`src/rtl/ring_monitor.sv`:
```
// ring_monitor: checks a 16-stage rotating one-hot ring. It reports the
// encoded position, tracks lock to a correct single-step rotation, counts
// revolutions while locked and keeps a sticky fault flag plus a saturating
// fault count.
module ring_monitor #(
    parameter int LOCK_N = 2,
    parameter int REV_W  = 8
) (
    input  logic             CLK,
    input  logic             RST,
    input  logic [0:15]      Q,
    input  logic             EN,
    output logic [0:3]       C,
    output logic             VALID,
    output logic             LOCKED,
    output logic             ERR,
    output logic [REV_W-1:0] REV,
    output logic [3:0]       ERRCNT
);

    typedef enum logic [1:0] {
        ST_HUNT,
        ST_LOCKED,
        ST_FAULT
    } state_t;

    localparam logic [3:0] LOCK_TARGET = 4'(LOCK_N);

    state_t           state_q, state_d;
    logic [3:0]       good_cnt_q, good_cnt_d;
    logic [3:0]       prev_q, prev_d;
    logic             prev_vld_q, prev_vld_d;
    logic [3:0]       c_q, c_d;
    logic             valid_q, valid_d;
    logic             err_q, err_d;
    logic [REV_W-1:0] rev_q, rev_d;
    logic [3:0]       errcnt_q, errcnt_d;

    logic [4:0]       ones;
    logic [3:0]       idx;
    logic [3:0]       prev_nxt;
    logic [3:0]       good_inc;
    logic [3:0]       errcnt_sat;
    logic             good;
    logic             in_step;

    // Population count and position of the set bit of the sampled ring.
    always_comb begin
        ones = '0;
        idx  = '0;
        for (int unsigned k = 0; k < 16; k++) begin
            if (Q[k]) begin
                ones = ones + 5'd1;
                idx  = 4'(k);
            end
        end
    end

    assign good       = (ones == 5'd1);
    assign prev_nxt   = prev_q + 4'd1;
    assign in_step    = good && prev_vld_q && (idx == prev_nxt);
    assign good_inc   = good_cnt_q + 4'd1;
    assign errcnt_sat = (errcnt_q == 4'hF) ? 4'hF : errcnt_q + 4'd1;

    // Next-state and datapath update for the HUNT/LOCKED/FAULT tracker.
    always_comb begin
        state_d    = state_q;
        good_cnt_d = good_cnt_q;
        prev_d     = prev_q;
        prev_vld_d = prev_vld_q;
        c_d        = c_q;
        valid_d    = 1'b0;
        err_d      = err_q;
        rev_d      = rev_q;
        errcnt_d   = errcnt_q;

        if (state_q == ST_FAULT) begin
            state_d    = ST_HUNT;
            good_cnt_d = '0;
        end else if (EN) begin
            if (good) begin
                c_d        = idx;
                valid_d    = 1'b1;
                prev_d     = idx;
                prev_vld_d = 1'b1;
            end else begin
                prev_vld_d = 1'b0;
            end

            if (state_q == ST_HUNT) begin
                if (in_step) begin
                    if (good_inc == LOCK_TARGET) begin
                        state_d    = ST_LOCKED;
                        good_cnt_d = '0;
                    end else begin
                        good_cnt_d = good_inc;
                    end
                end else begin
                    good_cnt_d = '0;
                    if (!good) begin
                        errcnt_d = errcnt_sat;
                    end
                end
            end else begin
                if (in_step) begin
                    if (prev_q == 4'd15 && idx == 4'd0) begin
                        rev_d = rev_q + 1'b1;
                    end
                end else begin
                    state_d  = ST_FAULT;
                    err_d    = 1'b1;
                    errcnt_d = errcnt_sat;
                end
            end
        end
    end

    // State registers with asynchronous active-high reset.
    always_ff @(posedge CLK or posedge RST) begin
        if (RST) begin
            state_q    <= ST_HUNT;
            good_cnt_q <= '0;
            prev_q     <= '0;
            prev_vld_q <= 1'b0;
            c_q        <= '0;
            valid_q    <= 1'b0;
            err_q      <= 1'b0;
            rev_q      <= '0;
            errcnt_q   <= '0;
        end else begin
            state_q    <= state_d;
            good_cnt_q <= good_cnt_d;
            prev_q     <= prev_d;
            prev_vld_q <= prev_vld_d;
            c_q        <= c_d;
            valid_q    <= valid_d;
            err_q      <= err_d;
            rev_q      <= rev_d;
            errcnt_q   <= errcnt_d;
        end
    end

    assign C      = c_q;
    assign VALID  = valid_q;
    assign LOCKED = (state_q == ST_LOCKED);
    assign ERR    = err_q;
    assign REV    = rev_q;
    assign ERRCNT = errcnt_q;

endmodule

```
`config.mk`:
```
export PLATFORM = sky130hd
export DESIGN_NAME = ring_monitor
export DESIGN_NICKNAME = d
export VERILOG_FILES = /design/src/rtl/ring_monitor.sv
export SDC_FILE = /design/constraint.sdc
export NUM_CORES = 1
export LEC_CHECK = 0
export CORE_MARGIN = 2
export CORE_UTILIZATION = 40
export CTS_CLUSTER_DIAMETER = 40
export DETAILED_ROUTE_END_ITERATION = 6
export PLACE_DENSITY_LB_ADDON = 0.1
export SLEW_MARGIN = 0
export SYNTH_ARGS = -nofsm -noshare
export SYNTH_HDL_FRONTEND = slang
export SYNTH_SLANG_ARGS = --single-unit
```
`constraint.sdc`:
```
create_clock -name CLK -period 5.2 [get_ports CLK]
set_input_delay 0.78 -clock CLK [delete_from_list [all_inputs] [get_ports CLK]]
set_output_delay 0.78 -clock CLK [all_outputs]
set_load 0.02 [all_outputs]
```
==> results.toml <==
[outcome]
status = "finished, violations left"
failed_checks = "setup timing"

[sta]
timing.hold.ws_ns = 0.478
period_share_pct = 179
drv_slew = 0
slew_headroom_pct = 36.3
postLayoutSetupSlackWorst_ns = -4.11
min_period_ns = 9.31
rsz0062_at_grt = "yes"
max_freq_mhz = 107
tightestPinTransition_ns = 0.955
final_hold_viol_count = 0
setup_viol = 25
fin_skew_ns = 0.00349

[power]
seqPwrFrac_pct = 8.4
worst_ir_drop_vdd_mv = 0.568
clkPwrFrac_pct = 3.7
p_sw_share_pct = 39.6
powerDensity_mw_per_mm2 = 585
power_switching_w = 0.00124
combinationalPowerShare_pct = 87.8
total_power_w = 0.00314
p_leak_nw = 2.44
cell_internal_pwr_w = 0.00189

[clock_network]
cts_root_buf = "clkbuf_8"
numCtsBuffers = 3
clk_latency_ns = 0.27
cts_hold_buf = 0
clk_pin_slew_worst_paths_ns = 0.09
cts_tree = "built"
clockBufferDepth = 2
clkSinkCount = 25
cts_max_level = 1

[worst_setup_path]
cp_slowest_cell = "ha_1"
crit_arrival_ns = 9.48
critical-path-max-stage-delay_ns = 0.32
required_ns = 5.36
path_max_fanout = 3
crit_top_cell = "ha_4"
worstSetupPathType = "in -> reg"
setup.worst_path.start_class = "primary input"
end_kind = "flop"

[logic_synthesis]
ys_types = 68
ys_ff_latch = 25
avgSynthCellArea_um2 = 8.47
synthCells = 371
synth_top_area_share_pct = 19.9
synth_ff_type = "dfrtp_1"
yosysTopAreaCell = "dfrtp_1"
synthArstFlopShare_pct = 100
synth_warnings = 0
synthMostInstantiatedCell = "nand2_1"
synth_area_mm2 = 0.00314
yosysSeqAreaShare_pct = 19.9
synthTopCellsByArea = "dfrtp_1, ha_1, xnor2_1"
yosys-top-cells-count = "nand2_1, xnor2_1, dfrtp_1, nor2_1"
synth_nets = 410
synth-edff-count = 0

[drt]
top_layer = "met4"
met2WireLength_um = 4830
wl_met1_um = 4060
drc = 0
wire_per_inst_um = 14.1
initialDrtViolationCount = 110
first_pass_iters = 4
routed_wirelength_um = 9290
vias = 3389
drtAntennaViolNets = 0
viasPerCell = 5.13
met3_length_um = 196

[grt]
grt_pass1_vias = 3380
grt_max_degree = 26
grtUsageTotal_pct = 21.8
grt_overflow_total = 0
antenna_found_initial = 0
grt_pass1_wl_um = 15400

[place]
place_ws_ns = -5.15
hpwl_um = 6270
numPortBuffers = 37
place.gp.congestion = 0.779

[final_layout]
multi_input_area_mm2 = 0.00285
drive_above_1_share_pct = 45.1
fill_cells = 602
seq_area_um2 = 626
antenna_cells = 0
finish.net_count = 599
area_growth_pct = 70.8

[worst_hold_path]
hold_class = "reg -> reg"

[die]
fp-row-count = 32
io_pins = 38
initial_core_util_pct = 40.9
die-height_um = 92.6
dieArea_mm2 = 0.00858
die_w_um = 92.6
core_mm2 = 0.00769

[job]
max_cap_violations = 0
what timing repair did:
| action | CTS | global route |
|---|---|---|
| pin swaps | 36 | 44 |
| endpoints found under the setup margin | 25 | 25 |
| gates resized for setup | 39 | 39 |
| buffers inserted | 70 | 7 |
power groups by stage:
stage                     clock network [W]  registers [W]  logic (W)
after floorplan                           0       0.000294    0.00119
after global placement                    0       0.000265    0.00188
after detailed placement                  0       0.000266    0.00191
after CTS                          0.000121       0.000264    0.00250
after global routing               0.000130       0.000271    0.00298
final                              0.000117       0.000264    0.00275
metrics by stage:
| step | setup TNS (ns) | instances | cell area, um2 | utilization [%] |
|---|---|---|---|---|
| after CTS | -103.91 | 667 | 5210 | 67.8 |
| after global routing | -107.48 | 661 | 5370 | 69.8 |
| final | -99.67 | 661 | 5370 | 69.8 |
| after floorplan | -103.65 | 371 | 3350 | - |
| after global placement | -123.07 | 593 | 4500 | 58.5 |
| after detailed placement | -124.82 | 593 | 4500 | 58.5 |
metal layers:
| metal | global-route usage (%) | vias up |
|---|---|---|
| li1 | - | 1692 |
| met2 | 39.8 | 66 |
| met1 | 27.7 | 1613 |
| met5 | 0 | - |
| met3 | 1.55 | 18 |
| met4 | 5.88 | 0 |
state kept, by name, indices dropped and copies added (netlist names):
register	count
C	4
ERR	1
ERRCNT	4
REV	8
VALID	1
good_cnt_q	4
prev_vld_q	1
state_q	2
area by class of cell:
| class | instances | area share, % |
|---|---|---|
| tap | 102 | 2.38 |
| clock inverter | 1 | 0.140 |
| clock buffer | 3 | 0.770 |
| inverter | 20 | 1.68 |
| sequential | 25 | 11.7 |
| timing repair buffer | 198 | 30.2 |
| multi-input combinational | 312 | 53.2 |
worst max-delay path, delay by kind of cell:
kind                       cells  cell delay [ns]
adders and majority gates     14             3.55
and+or+nand+nor               17             1.85
AOI/OAI and AO/OA             12             1.38
muxes                          6             1.30
buffers and inverters          5             0.42
xor gates and xnor gates       1             0.17
worst paths after layout:
check                        from         to  slack, ns  cells after the start
hold reg to reg            REV[7]     REV[7]       0.48                      1
min in group asynchronous     RST  ERRCNT[2]       1.02                      2
setup / recovery             Q[0]     REV[1]      -4.11                     55
setup reg to reg             C[3]     REV[1]       2.69                     11
hold / removal             REV[7]     REV[7]       0.48                      1
max in group asynchronous     RST       C[0]       3.60                      2
cell families (layout without fill, tap and decap cells):
logic type	Yosys count	count (layout)	synth area share, %
and+or+nand+nor	145	145	24.0
AOI/OAI and AO/OA	70	70	15.6
xor gates and xnor gates	58	58	21.2
buffers and inverters	34	222	4.70
DFF	25	25	19.9
adders and majority gates	20	20	7.96
muxes	19	19	6.61
cell usage in the layout, fill, tap and decap left out, types with 3 or more instances in the layout:
cell / synthesis / routed
a31oi_1: 8 / 6
inv_1: 20 / 16
nand2b_1: 6 / 6
clkbuf_8: 0 / 3
clkdlybuf4s50_1: 0 / 34
a21oi_1: 12 / 9
mux2_4: 0 / 10
o21bai_1: 4 / 4
o21ai_0: 12 / 7
xor2_1: 19 / 17
o211ai_1: 3 / 3
nand2_2: 0 / 4
or2_2: 4 / 3
nor3b_1: 3 / 3
o21a_1: 5 / 5
nand3_1: 18 / 17
nand2_4: 0 / 6
nand4_1: 9 / 9
buf_6: 1 / 10
o21ai_1: 1 / 3
dfrtp_1: 25 / 25
xor2_2: 1 / 3
and2_1: 6 / 5
xnor2_1: 27 / 27
mux2i_1: 7 / 5
a21oi_2: 0 / 3
nand2_1: 37 / 27
ha_4: 0 / 11
nor2_2: 0 / 3
xnor3_1: 5 / 5
buf_4: 2 / 152
nor2_1: 25 / 21
nor3_1: 11 / 9
ha_1: 20 / 9
nor2b_1: 9 / 7
Note: power is estimated with default switching activity, not from simulation.
